===== config.mk =====
export PLATFORM = sky130hd
export DESIGN_NAME = apb_master_flat
export DESIGN_NICKNAME = d
export VERILOG_FILES = /design/src/rtl/apb_master_if.sv /design/src/rtl/apb_master.sv /design/src/flat_wrapper.sv
export SDC_FILE = /design/constraint.sdc
export NUM_CORES = 1
export LEC_CHECK = 0
export CELL_PAD_IN_SITES_DETAIL_PLACEMENT = 1
export CELL_PAD_IN_SITES_GLOBAL_PLACEMENT = 2
export CORE_AREA = 2 2 129 143
export CTS_CLUSTER_SIZE = 10
export DETAILED_ROUTE_END_ITERATION = 12
export DIE_AREA = 0 0 131 145
export PLACE_DENSITY_LB_ADDON = 0.1
export SETUP_SLACK_MARGIN = 0.02
export SLEW_MARGIN = 20
export SYNTH_ARGS = -nofsm -noshare
export SYNTH_HDL_FRONTEND = slang
export SYNTH_SLANG_ARGS = --single-unit

===== constraint.sdc =====
create_clock -name pclk -period 4.05 [get_ports pclk]
set_clock_uncertainty 0.1 [all_clocks]
set_input_delay 0.405 -clock pclk [delete_from_list [all_inputs] [get_ports pclk]]
set_output_delay 0.405 -clock pclk [all_outputs]
set_load 0.1 [all_outputs]

===== src/rtl/apb_master_if.sv =====
// Command/response handshake plus APB requester/completer signals for apb_master.
// The master modport is the bridge's view; the slave modport is the other side.
interface apb_master_if #(
    parameter int ADDR_W = 32,
    parameter int DATA_W = 32
);
    logic              cmd_valid;
    logic              cmd_ready;
    logic              cmd_write;
    logic [ADDR_W-1:0] cmd_addr;
    logic [DATA_W-1:0] cmd_wdata;

    logic              rsp_valid;
    logic [DATA_W-1:0] rsp_rdata;
    logic              rsp_err;
    logic              rsp_timeout;

    logic [ADDR_W-1:0] paddr;
    logic [DATA_W-1:0] pwdata;
    logic              psel;
    logic              penable;
    logic              pwrite;
    logic [DATA_W-1:0] prdata;
    logic              pready;
    logic              pslverr;

    modport master (
        input  cmd_valid, cmd_write, cmd_addr, cmd_wdata,
        output cmd_ready,
        output rsp_valid, rsp_rdata, rsp_err, rsp_timeout,
        output paddr, pwdata, psel, penable, pwrite,
        input  prdata, pready, pslverr
    );

    modport slave (
        output cmd_valid, cmd_write, cmd_addr, cmd_wdata,
        input  cmd_ready,
        input  rsp_valid, rsp_rdata, rsp_err, rsp_timeout,
        input  paddr, pwdata, psel, penable, pwrite,
        output prdata, pready, pslverr
    );
endinterface


===== src/rtl/apb_master.sv =====
// Single-outstanding APB requester: turns one accepted command into a SETUP/ACCESS
// transfer and reports completion, slave error or wait-state timeout.
module apb_master #(
    parameter int ADDR_W  = 32,
    parameter int DATA_W  = 32,
    parameter int TIMEOUT = 16
) (
    input  logic         pclk,
    input  logic         presetn,
    apb_master_if.master bus
);
    localparam int CNT_W = (TIMEOUT > 0) ? $clog2(TIMEOUT + 1) : 1;

    typedef enum logic [1:0] {IDLE, SETUP, ACCESS} state_t;

    state_t            state_q, state_d;
    logic              psel_q, psel_d;
    logic              penable_q, penable_d;
    logic              pwrite_q, pwrite_d;
    logic [ADDR_W-1:0] paddr_q, paddr_d;
    logic [DATA_W-1:0] pwdata_q, pwdata_d;
    logic              rsp_valid_q, rsp_valid_d;
    logic [DATA_W-1:0] rsp_rdata_q, rsp_rdata_d;
    logic              rsp_err_q, rsp_err_d;
    logic              rsp_timeout_q, rsp_timeout_d;
    logic [CNT_W-1:0]  cnt_q, cnt_d;

    logic accept;
    logic timeout_hit;

    assign bus.cmd_ready = presetn && (state_q == IDLE);
    assign accept        = bus.cmd_valid && bus.cmd_ready;
    // cnt_q counts wait cycles already spent; this cycle would be wait number cnt_q+1
    assign timeout_hit   = (TIMEOUT > 0) && ((int'(cnt_q) + 1) >= TIMEOUT);

    always_comb begin
        state_d       = state_q;
        psel_d        = psel_q;
        penable_d     = penable_q;
        pwrite_d      = pwrite_q;
        paddr_d       = paddr_q;
        pwdata_d      = pwdata_q;
        rsp_valid_d   = 1'b0;
        rsp_rdata_d   = rsp_rdata_q;
        rsp_err_d     = rsp_err_q;
        rsp_timeout_d = rsp_timeout_q;
        cnt_d         = cnt_q;
        case (state_q)
            IDLE: begin
                if (accept) begin
                    state_d   = SETUP;
                    psel_d    = 1'b1;
                    penable_d = 1'b0;
                    pwrite_d  = bus.cmd_write;
                    paddr_d   = bus.cmd_addr;
                    pwdata_d  = bus.cmd_write ? bus.cmd_wdata : '0;
                end
            end
            SETUP: begin
                state_d   = ACCESS;
                penable_d = 1'b1;
                cnt_d     = '0;
            end
            ACCESS: begin
                if (bus.pready) begin
                    state_d       = IDLE;
                    psel_d        = 1'b0;
                    penable_d     = 1'b0;
                    rsp_valid_d   = 1'b1;
                    rsp_err_d     = bus.pslverr;
                    rsp_timeout_d = 1'b0;
                    rsp_rdata_d   = pwrite_q ? '0 : bus.prdata;
                end else if (timeout_hit) begin
                    state_d       = IDLE;
                    psel_d        = 1'b0;
                    penable_d     = 1'b0;
                    rsp_valid_d   = 1'b1;
                    rsp_err_d     = 1'b1;
                    rsp_timeout_d = 1'b1;
                    rsp_rdata_d   = '0;
                    cnt_d         = '0;
                end else if (TIMEOUT > 0) begin
                    cnt_d = cnt_q + CNT_W'(1);
                end
            end
            default: begin
                state_d   = IDLE;
                psel_d    = 1'b0;
                penable_d = 1'b0;
            end
        endcase
    end

    always_ff @(posedge pclk) begin
        if (!presetn) begin
            state_q       <= IDLE;
            psel_q        <= 1'b0;
            penable_q     <= 1'b0;
            pwrite_q      <= 1'b0;
            paddr_q       <= '0;
            pwdata_q      <= '0;
            rsp_valid_q   <= 1'b0;
            rsp_rdata_q   <= '0;
            rsp_err_q     <= 1'b0;
            rsp_timeout_q <= 1'b0;
            cnt_q         <= '0;
        end else begin
            state_q       <= state_d;
            psel_q        <= psel_d;
            penable_q     <= penable_d;
            pwrite_q      <= pwrite_d;
            paddr_q       <= paddr_d;
            pwdata_q      <= pwdata_d;
            rsp_valid_q   <= rsp_valid_d;
            rsp_rdata_q   <= rsp_rdata_d;
            rsp_err_q     <= rsp_err_d;
            rsp_timeout_q <= rsp_timeout_d;
            cnt_q         <= cnt_d;
        end
    end

    assign bus.psel        = psel_q;
    assign bus.penable     = penable_q;
    assign bus.pwrite      = pwrite_q;
    assign bus.paddr       = paddr_q;
    assign bus.pwdata      = pwdata_q;
    assign bus.rsp_valid   = rsp_valid_q;
    assign bus.rsp_rdata   = rsp_rdata_q;
    assign bus.rsp_err     = rsp_err_q;
    assign bus.rsp_timeout = rsp_timeout_q;
endmodule


===== src/flat_wrapper.sv =====
// flat-port wrapper written by rule: the top's interface ports become plain ports
module apb_master_flat 
#(
    parameter int ADDR_W  = 32,
    parameter int DATA_W  = 32,
    parameter int TIMEOUT = 16
)
  (pclk, presetn, bus_cmd_valid, bus_cmd_write, bus_cmd_addr, bus_cmd_wdata, bus_cmd_ready, bus_rsp_valid, bus_rsp_rdata, bus_rsp_err, bus_rsp_timeout, bus_paddr, bus_pwdata, bus_psel, bus_penable, bus_pwrite, bus_prdata, bus_pready, bus_pslverr);
  apb_master_if #(.ADDR_W(ADDR_W), .DATA_W(DATA_W)) bus_i ();
  input  logic pclk;
  input  logic presetn;
  input wire logic [$bits(bus_i.cmd_valid)-1:0] bus_cmd_valid;
  input wire logic [$bits(bus_i.cmd_write)-1:0] bus_cmd_write;
  input wire logic [$bits(bus_i.cmd_addr)-1:0] bus_cmd_addr;
  input wire logic [$bits(bus_i.cmd_wdata)-1:0] bus_cmd_wdata;
  output wire logic [$bits(bus_i.cmd_ready)-1:0] bus_cmd_ready;
  output wire logic [$bits(bus_i.rsp_valid)-1:0] bus_rsp_valid;
  output wire logic [$bits(bus_i.rsp_rdata)-1:0] bus_rsp_rdata;
  output wire logic [$bits(bus_i.rsp_err)-1:0] bus_rsp_err;
  output wire logic [$bits(bus_i.rsp_timeout)-1:0] bus_rsp_timeout;
  output wire logic [$bits(bus_i.paddr)-1:0] bus_paddr;
  output wire logic [$bits(bus_i.pwdata)-1:0] bus_pwdata;
  output wire logic [$bits(bus_i.psel)-1:0] bus_psel;
  output wire logic [$bits(bus_i.penable)-1:0] bus_penable;
  output wire logic [$bits(bus_i.pwrite)-1:0] bus_pwrite;
  input wire logic [$bits(bus_i.prdata)-1:0] bus_prdata;
  input wire logic [$bits(bus_i.pready)-1:0] bus_pready;
  input wire logic [$bits(bus_i.pslverr)-1:0] bus_pslverr;
  assign bus_i.cmd_valid = bus_cmd_valid;
  assign bus_i.cmd_write = bus_cmd_write;
  assign bus_i.cmd_addr = bus_cmd_addr;
  assign bus_i.cmd_wdata = bus_cmd_wdata;
  assign bus_cmd_ready = bus_i.cmd_ready;
  assign bus_rsp_valid = bus_i.rsp_valid;
  assign bus_rsp_rdata = bus_i.rsp_rdata;
  assign bus_rsp_err = bus_i.rsp_err;
  assign bus_rsp_timeout = bus_i.rsp_timeout;
  assign bus_paddr = bus_i.paddr;
  assign bus_pwdata = bus_i.pwdata;
  assign bus_psel = bus_i.psel;
  assign bus_penable = bus_i.penable;
  assign bus_pwrite = bus_i.pwrite;
  assign bus_i.prdata = bus_prdata;
  assign bus_i.pready = bus_pready;
  assign bus_i.pslverr = bus_pslverr;
  apb_master #(.ADDR_W(ADDR_W), .DATA_W(DATA_W), .TIMEOUT(TIMEOUT)) u_core (.pclk(pclk), .presetn(presetn), .bus(bus_i));
endmodule

==> flow_summary.ini, run 1 <==
[outcome]
outcome = complete, no violations

[hold_path]
worstHoldEndpoint = u_core.bus.pwdata[30]
min-delay-start = u_core.bus.pwdata[30]
min-delay-path-class = flop to flop
hold_depth = 2

[cells_and_area]
final_core_util_pct = 37.5
final_nets = 760
area_growth_pct = 59.1
antenna_cells = 0
instances_no_fill = 900
drive_gt1_share_pct = 9.52
fill_cells = 1994

[die]
die_y_um = 145
coreArea_um2 = 17500
io_pins = 205
start_util_pct = 23.6
num_rows = 51
die_width_um = 131
die-area_um2 = 19000

[critical_path]
cp.arrival_ns = 1.99
required_ns = 3.54
path_delay_family = buffers and inverters
path_buf_inv = 1
worst-path-stages = 1
ff2ff_path_depth = 5
r2r-end = u_core.bus.rsp_err
critical_path_class = flop to primary output
critPathMaxStageDelay_ns = 1.18
critPathLaunchType = flop
critPathCaptureType = primary output
cp_max_fo = 7
rrSetupSlack_ns = 1.89
crit_chain = clkdlybuf4s50_1
cp_slowest_cell = clkdlybuf4s50_1
r2r_start = u_core.cnt_q[1]

[global_routing]
grt_pass1_vias = 4002
grt_pass1_wl_um = 21100
gr-total-overflow = 0
grt_max_degree = 106
grt_use_total_pct = 14.2
antenna_found_initial = 0

[detailed_routing]
drtPass1Iterations = 4
wl_per_cell_um = 15.1
drc_errors = 0
drt_wl_total_um = 13600
drt_iter0_markers = 82
via_per_inst = 4.32
ant_nets = 0
vias = 3888

[sta]
setup_tns_ns = 0
period_share_pct = 61.7
relSlewSlack_pct = 30.5
rsz0062_at_grt = no
finalCriticalPeriod_ns = 2.50
drv_slew = 0
finalHoldViolations = 0
setup_viol_count_final = 0
max_freq_mhz = 400
worst_slew_pin_slew_ns = 1.04

[synth]
ys_warn_count = 0
yosysUniqueCellTypes = 35
synth-simple-area-share_pct = 26.0
yosys-mux-area-fraction_pct = 0.272
synth_area_leaders = dfxtp_1 (52%), nand2_1 (15%), nand3_1 (7.9%)
yosys.area.top_type_share_pct = 52.3
synth_xor_area_share_pct = 0
syn_area_per_cell_um2 = 8.75
synth_fa_ha_area_share_pct = 0.302
yosysSeqAreaShare_pct = 52.3
synth_nets = 576
ys_ff_latch = 108
synth_top_family_by_area = simple AND/OR/NAND/NOR gates
synth_cells = 473
yosys.area.top_type = dfxtp_1
synth_area_um2 = 4140
synth_compound_area_share_pct = 15.4

[clock_network]
path_clk_slew_ns = 0.07
cts.sinks = 108
ctsHoldBuffers = 0
cts_max_level = 3
ctsRootBufferMaster = clkbuf_16
cts_buffer_depth = 2
clk_latency_ns = 0.35
cts_tree = built
postCtsSetupBuffers = 0
post_cts_resized = 0
cts_inserted_buffers = 9

[placed_design]
hpwlAfterDp_um = 9290
gp_congestion = 0.701
portBuffers = 204
dp_cells = 884

[pwr]
p_int_w = 0.00179
leakage_nw = 2.45
fin_total_pwr_w = 0.00266
clkPwrFrac_pct = 34.1
seqPwrFrac_pct = 42.5
p_comb_share_pct = 23.4
power_density_nw_per_um2 = 404
ir_worst_vdd_uv = 172
switching_share_pct = 32.7
power_switching_w = 0.000870

[job]
drv_cap = 0
-- cell families (layout without fill, tap and decap cells) --
kind of cell | Yosys count | in the layout
and+or+nand+nor | 248 | 248
DFF | 108 | 108
muxes | 1 | 1
buffers and inverters | 37 | 226
AOI/OAI and AO/OA | 78 | 78
adders and majority gates | 1 | 1
-- worst max path at each step --
stage | start | slack (ns) | end
global placement | bus_cmd_valid | 1.76 | u_core.bus.paddr[1]
finish | u_core.bus.penable | 1.55 | bus_penable
floorplan | u_core.bus.penable | 1.07 | u_core.bus.paddr[0]
CTS | u_core.bus.penable | 1.53 | bus_penable
global route | u_core.bus.penable | 1.48 | bus_penable
detailed placement | presetn | 1.72 | u_core.cnt_q[3]
-- cells in the mapped netlist, drive strengths merged --
master	instances
a21boi	35
a21o	1
a21oi	2
a221o	1
a31oi	1
a41oi	1
and2	3
buf	24
clkbuf	12
dfxtp	108
ha	1
inv	1
mux2	1
nand2	169
nand2b	2
nand3	65
nor2	3
nor2b	1
nor3b	2
nor4	1
nor4b	2
o21a	1
o21ai	33
o221a	1
o2bb2ai	1
o32ai	1
-- state kept, by name, summed over array words and instances (netlist names) --
register,cells
u_core.bus.psel,1
u_core.bus.rsp_rdata,32
u_core.bus.rsp_valid,1
u_core.bus.rsp_err,1
u_core.bus.pwdata,32
u_core.bus.penable,1
u_core.bus.rsp_timeout,1
u_core.state_q,1
u_core.bus.pwrite,1
u_core.cnt_q,5
u_core.bus.paddr,32
-- stage by stage --
stage	hold WS (ns)	cell area, um^2	setup slack [ns]
final	0.350	6590	1.55
after global routing	0.374	6590	1.48
after CTS	0.354	6580	1.53
after detailed placement	0.343	6280	1.72
after global placement	0.338	6280	1.76
after floorplan	0.361	4140	1.07
-- cell type report --
cell class / count / area [um^2] / share of cell area (%)
clock inverters: 5 / 61.3 / 0.931
flip-flops and latches: 108 / 2160 / 32.8
repair buffers: 209 / 2080 / 31.6
clock buffers: 11 / 243 / 3.69
inverters: 1 / 3.75 / 0.0570
well taps: 238 / 298 / 4.52
multi-input cells: 328 / 1740 / 26.4
-- placed cells by master, fill, tap and decap left out, types with 2 or more instances in the layout --
master,Yosys,layout
o21ai_0,3,3
clkinvlp_4,0,3
dfxtp_1,108,108
nor3b_2,2,2
nand3_1,65,65
a21oi_1,2,2
clkbuf_16,0,9
clkdlybuf4s50_1,0,202
and2_2,2,2
o21ai_2,30,30
nor2_1,3,3
nand2b_1,2,2
buf_4,8,6
a21boi_1,34,34
nand2_1,168,168
-- per-layer routing --
layer	up-vias	global-route usage [%]	wire length, um
met5	-	0	0
met4	0	5.16	212
met3	12	5.79	1350
met2	130	24.4	6580
met1	1816	15.5	5430
li1	1930	-	-
-- power groups by stage --
stage	logic [W]	clock network [W]	registers [W]
after detailed placement	0.000630	0	0.00116
after floorplan	0.000112	0	0.00146
after global placement	0.000628	0	0.00115
after global routing	0.000652	0.000988	0.00114
after CTS	0.000632	0.000949	0.00113
final	0.000624	0.000908	0.00113
No activity file was read; power rests on OpenSTA's default activity.
==> run 2: changes to the inputs <==
CORE_AREA = 2 2 134 149   (was 2 2 129 143)
DIE_AREA = 0 0 136 151   (was 0 0 131 145)
clock period = 2.3 ns   (was 4.05 ns; I/O delays follow)
==> flow_summary.ini, run 2 (synthesis results as in run 1) <==
[pwr]
fin_total_pwr_w = 0.00462
ir_worst_vdd_uv = 301
leakage_nw = 2.70
power_density_nw_per_um2 = 718

[die]
io_pins = 205
die-area_um2 = 20500
die_y_um = 151
num_rows = 53
die_width_um = 136
start_util_pct = 21.8
coreArea_um2 = 19000

[global_routing]
grt_max_degree = 66
grt_pass1_wl_um = 22000
grt_use_total_pct = 13.7
use_met1_pct = 15.6
gr-total-overflow = 0
grt_pass1_vias = 4183
gr-usage-met2_pct = 23.2
antenna_found_initial = 0
use_met3_pct = 5.02
busiest_layer = met2

[clock_network]
postCtsSetupBuffers = 0
ctsHoldBuffers = 0
cts_tree = built
cts_buffer_depth = 2
clk_latency_ns = 0.34
ctsRootBufferMaster = clkbuf_16
path_clk_slew_ns = 0.07
cts.sinks = 108
post_cts_resized = 0
cts_inserted_buffers = 9
cts_max_level = 3

[cells_and_area]
multi_input_area_um2 = 1750
area_growth_pct = 55.7
finalInstanceArea_um2 = 6440
antenna_cells = 0
final_cell_mix = nand2_1 (168), buf_4 (113), dfxtp_1 (107)
layout_commonest_cell = nand2_1
final_nets = 768
instances_no_fill = 917
drive_gt1_share_pct = 26.0
regArea_um2 = 2170
fill_cells = 2254

[placed_design]
dp_cells = 901
dp_slack_ns = 0.396
portBuffers = 204
place_area_um2 = 6150
hpwlAfterDp_um = 10100
gp_congestion = 0.718

[detailed_routing]
drc_errors = 0
drt_wl_total_um = 14200
via_per_inst = 4.28
drt_iter0_markers = 94
vias = 3928
wl_per_cell_um = 15.5
ant_nets = 0
drtPass1Iterations = 3

[critical_path]
critPathCaptureType = flop
critPathLaunchType = flop
required_ns = 2.44
cp_max_fo = 21
cp.arrival_ns = 2.05
critical_path_class = flop to flop

[sta]
setup_tns_ns = 0
relSlewSlack_pct = 55.0
finalCriticalPeriod_ns = 1.90
period_share_pct = 82.7
rsz0062_at_grt = no
worst_slew_pin_slew_ns = 0.675
finalHoldViolations = 0
setup_ws_ns = 0.397
setup_viol_count_final = 0
drv_slew = 0
max_freq_mhz = 525

[hold_path]
min-delay-path-class = input pin to flop

[outcome]
outcome = complete, no violations

[job]
drv_cap = 0
-- run 2: cell count changes in the layout (fill, tap and decap cells not counted), sizes merged --
cell	previous run	this run
bufinv	1	0
clkdlybuf4s50	202	100
clkbuf	11	13
clkinvlp	3	2
buf	7	117
-- run 2: worst paths after layout --
path	startpoint	to	slack (ns)	cells after the start
setup / recovery	u_core.cnt_q[0]	u_core.bus.rsp_rdata[19]	0.40	6
hold / removal	bus_cmd_addr[28]	u_core.bus.paddr[28]	0.31	3
setup reg to reg	u_core.cnt_q[0]	u_core.bus.rsp_rdata[19]	0.40	6
hold reg to reg	u_core.bus.pwdata[3]	u_core.bus.pwdata[3]	0.36	2
-- run 2: layout make-up --
cell class | count | share of cell area [%]
Clock buffer | 13 | 4.19
Clock inverter | 3 | 0.311
Inverter | 1 | 0.0583
Multi-Input combinational cell | 328 | 27.1
Sequential cell | 108 | 33.6
Tap cell | 247 | 4.80
Timing Repair Buffer | 217 | 29.9
-- run 2: metrics by stage --
step           utilization, %  hold slack [ns]
3_3_place_gp             32.4            0.339
5_1_grt                  34.0            0.304
2_1_floorplan               -            0.229
4_1_cts                  34.0            0.295
6_report                 34.0            0.306
3_5_place_dp             32.4            0.348
-- run 2: where the power goes --
group          leakage (nW)  total (W)  internal, W  switching (W)
Clock                 0.138    0.00153     0.000824       0.000711
Sequential            0.880    0.00199      0.00195      0.0000458
Combinational          1.68    0.00110     0.000323       0.000774
Total                  2.70    0.00462      0.00309        0.00153
-- run 2: layer usage --
metal | vias to the layer above | routed length [um]
met2 | 131 | 6590
li1 | 1948 | -
met3 | 14 | 1260
met5 | - | 0
met1 | 1835 | 6080
met4 | 0 | 277
-- run 2: critical path, cell delays in order, from the launching register on --
cell and delay (ns):
dfxtp_1 0.41, ha_1 0.25, a31oi_1 0.12, a41oi_2 0.22, o21a_4 0.38, buf_4 0.23, o21ai_2 0.07
==> run 3: changes to the inputs <==
clock period = 1.8 ns   (was 2.3 ns; I/O delays follow)
==> flow_summary.ini, run 3 (synthesis results as in run 1) <==
[sta]
max_freq_mhz = 600
drv_slew = 0
timing.hold.ws_ns = 0.0664
period_share_pct = 92.6
relSlewSlack_pct = 60.3
rsz0062_at_grt = no
finalHoldViolations = 0
finalCriticalPeriod_ns = 1.67
setup_tns_ns = 0
setup_viol_count_final = 0
worst_slew_pin_slew_ns = 0.595

[pwr]
leakage_nw = 2.76
power_density_nw_per_um2 = 923
ir_worst_vdd_uv = 409
fin_total_pwr_w = 0.00612

[placed_design]
portBuffers = 204
gp_congestion = 0.674
dp_cells = 902
hpwlAfterDp_um = 9860

[detailed_routing]
highest_layer = met4
ant_nets = 0
drt_iter0_markers = 87
drc_errors = 0
drt-met1-wl_um = 5640
drt_wl_total_um = 13800
wl_per_cell_um = 15.1
via_per_inst = 4.29
dr_wl_met3_um = 1310
vias = 3942
wl_met2_um = 6700
drtPass1Iterations = 4

[die]
die-area_um2 = 20500
num_rows = 53
coreArea_um2 = 19000
die_width_um = 136
io_pins = 205
die_y_um = 151
start_util_pct = 21.8

[critical_path]
critPathLaunchType = flop
required_ns = 1.93
critical_path_class = flop to flop
cp.arrival_ns = 1.80
critPathCaptureType = flop
cp_max_fo = 22

[cells_and_area]
area_growth_pct = 60.1
instances_no_fill = 918
final_cell_mix = nand2_1 (168), dfxtp_1 (107), buf_4 (104)
drive_gt1_share_pct = 26.5
final_nets = 769
layout_commonest_cell = nand2_1
antenna_cells = 0

[global_routing]
grt_max_degree = 60
grt_pass1_vias = 4178
gr-total-overflow = 0
grt_use_total_pct = 13.3
grt_pass1_wl_um = 21300
antenna_found_initial = 0

[clock_network]
cts_inserted_buffers = 9
cts.sinks = 108
cts_max_level = 3
ctsHoldBuffers = 0
cts_buffer_depth = 2
path_clk_slew_ns = 0.07
cts_tree = built
clk_latency_ns = 0.34
postCtsSetupBuffers = 0
ctsRootBufferMaster = clkbuf_16
post_cts_resized = 0

[hold_path]
min-delay-path-class = input pin to flop

[outcome]
outcome = complete, no violations

[job]
drv_cap = 0
==> run 3: critical path, stage by stage, from the launching register on <==
cell and delay [ns]:
dfxtp_1 0.38, ha_4 0.17, a31oi_1 0.10, a41oi_2 0.28
o21a_4 0.20, buf_12 0.19, o21ai_0 0.12
==> run 3: metrics by stage <==
| stage | instance area [um^2] | worst slack (ns) | util (%) |
|---|---|---|---|
| 5_1_grt | 6630 | 0.0267 | 34.9 |
| 2_1_floorplan | 4190 | -0.369 | - |
| 4_1_cts | 6610 | 0.0636 | 34.9 |
| 3_3_place_gp | 6290 | 0.0829 | 33.2 |
| 3_5_place_dp | 6290 | 0.0478 | 33.2 |
| 6_report | 6630 | 0.133 | 34.9 |
==> run 3: layout make-up <==
class,instances,area (um^2)
inverters,1,3.75
fillers,2221,12300
multi-input cells,328,1760
flip-flops and latches,108,2170
well taps,247,309
clock inverters,3,42.5
repair buffers,218,2060
clock buffers,13,280
==> run 3: layer usage <==
layer	up-vias	track usage, %
li1	1949	-
met1	1858	14.9
met2	125	22.7
met3	10	5.25
met4	0	4.84
met5	-	0
==> run 3: worst paths after layout <==
path | depth (start not counted) | to | slack (ns) | start
max reg2reg | 6 | u_core.bus.rsp_rdata[31] | 0.13 | u_core.cnt_q[0]
max | 6 | u_core.bus.rsp_rdata[31] | 0.13 | u_core.cnt_q[0]
min | 3 | u_core.bus.rsp_rdata[27] | 0.07 | presetn
min reg2reg | 2 | u_core.bus.paddr[1] | 0.35 | u_core.bus.paddr[1]
==> run 3: report_power, final <==
part | switching (W) | internal [W]
combinational | 0.000989 | 0.000443
clock | 0.000905 | 0.00123
sequential | 0.0000612 | 0.00249
total | 0.00196 | 0.00416
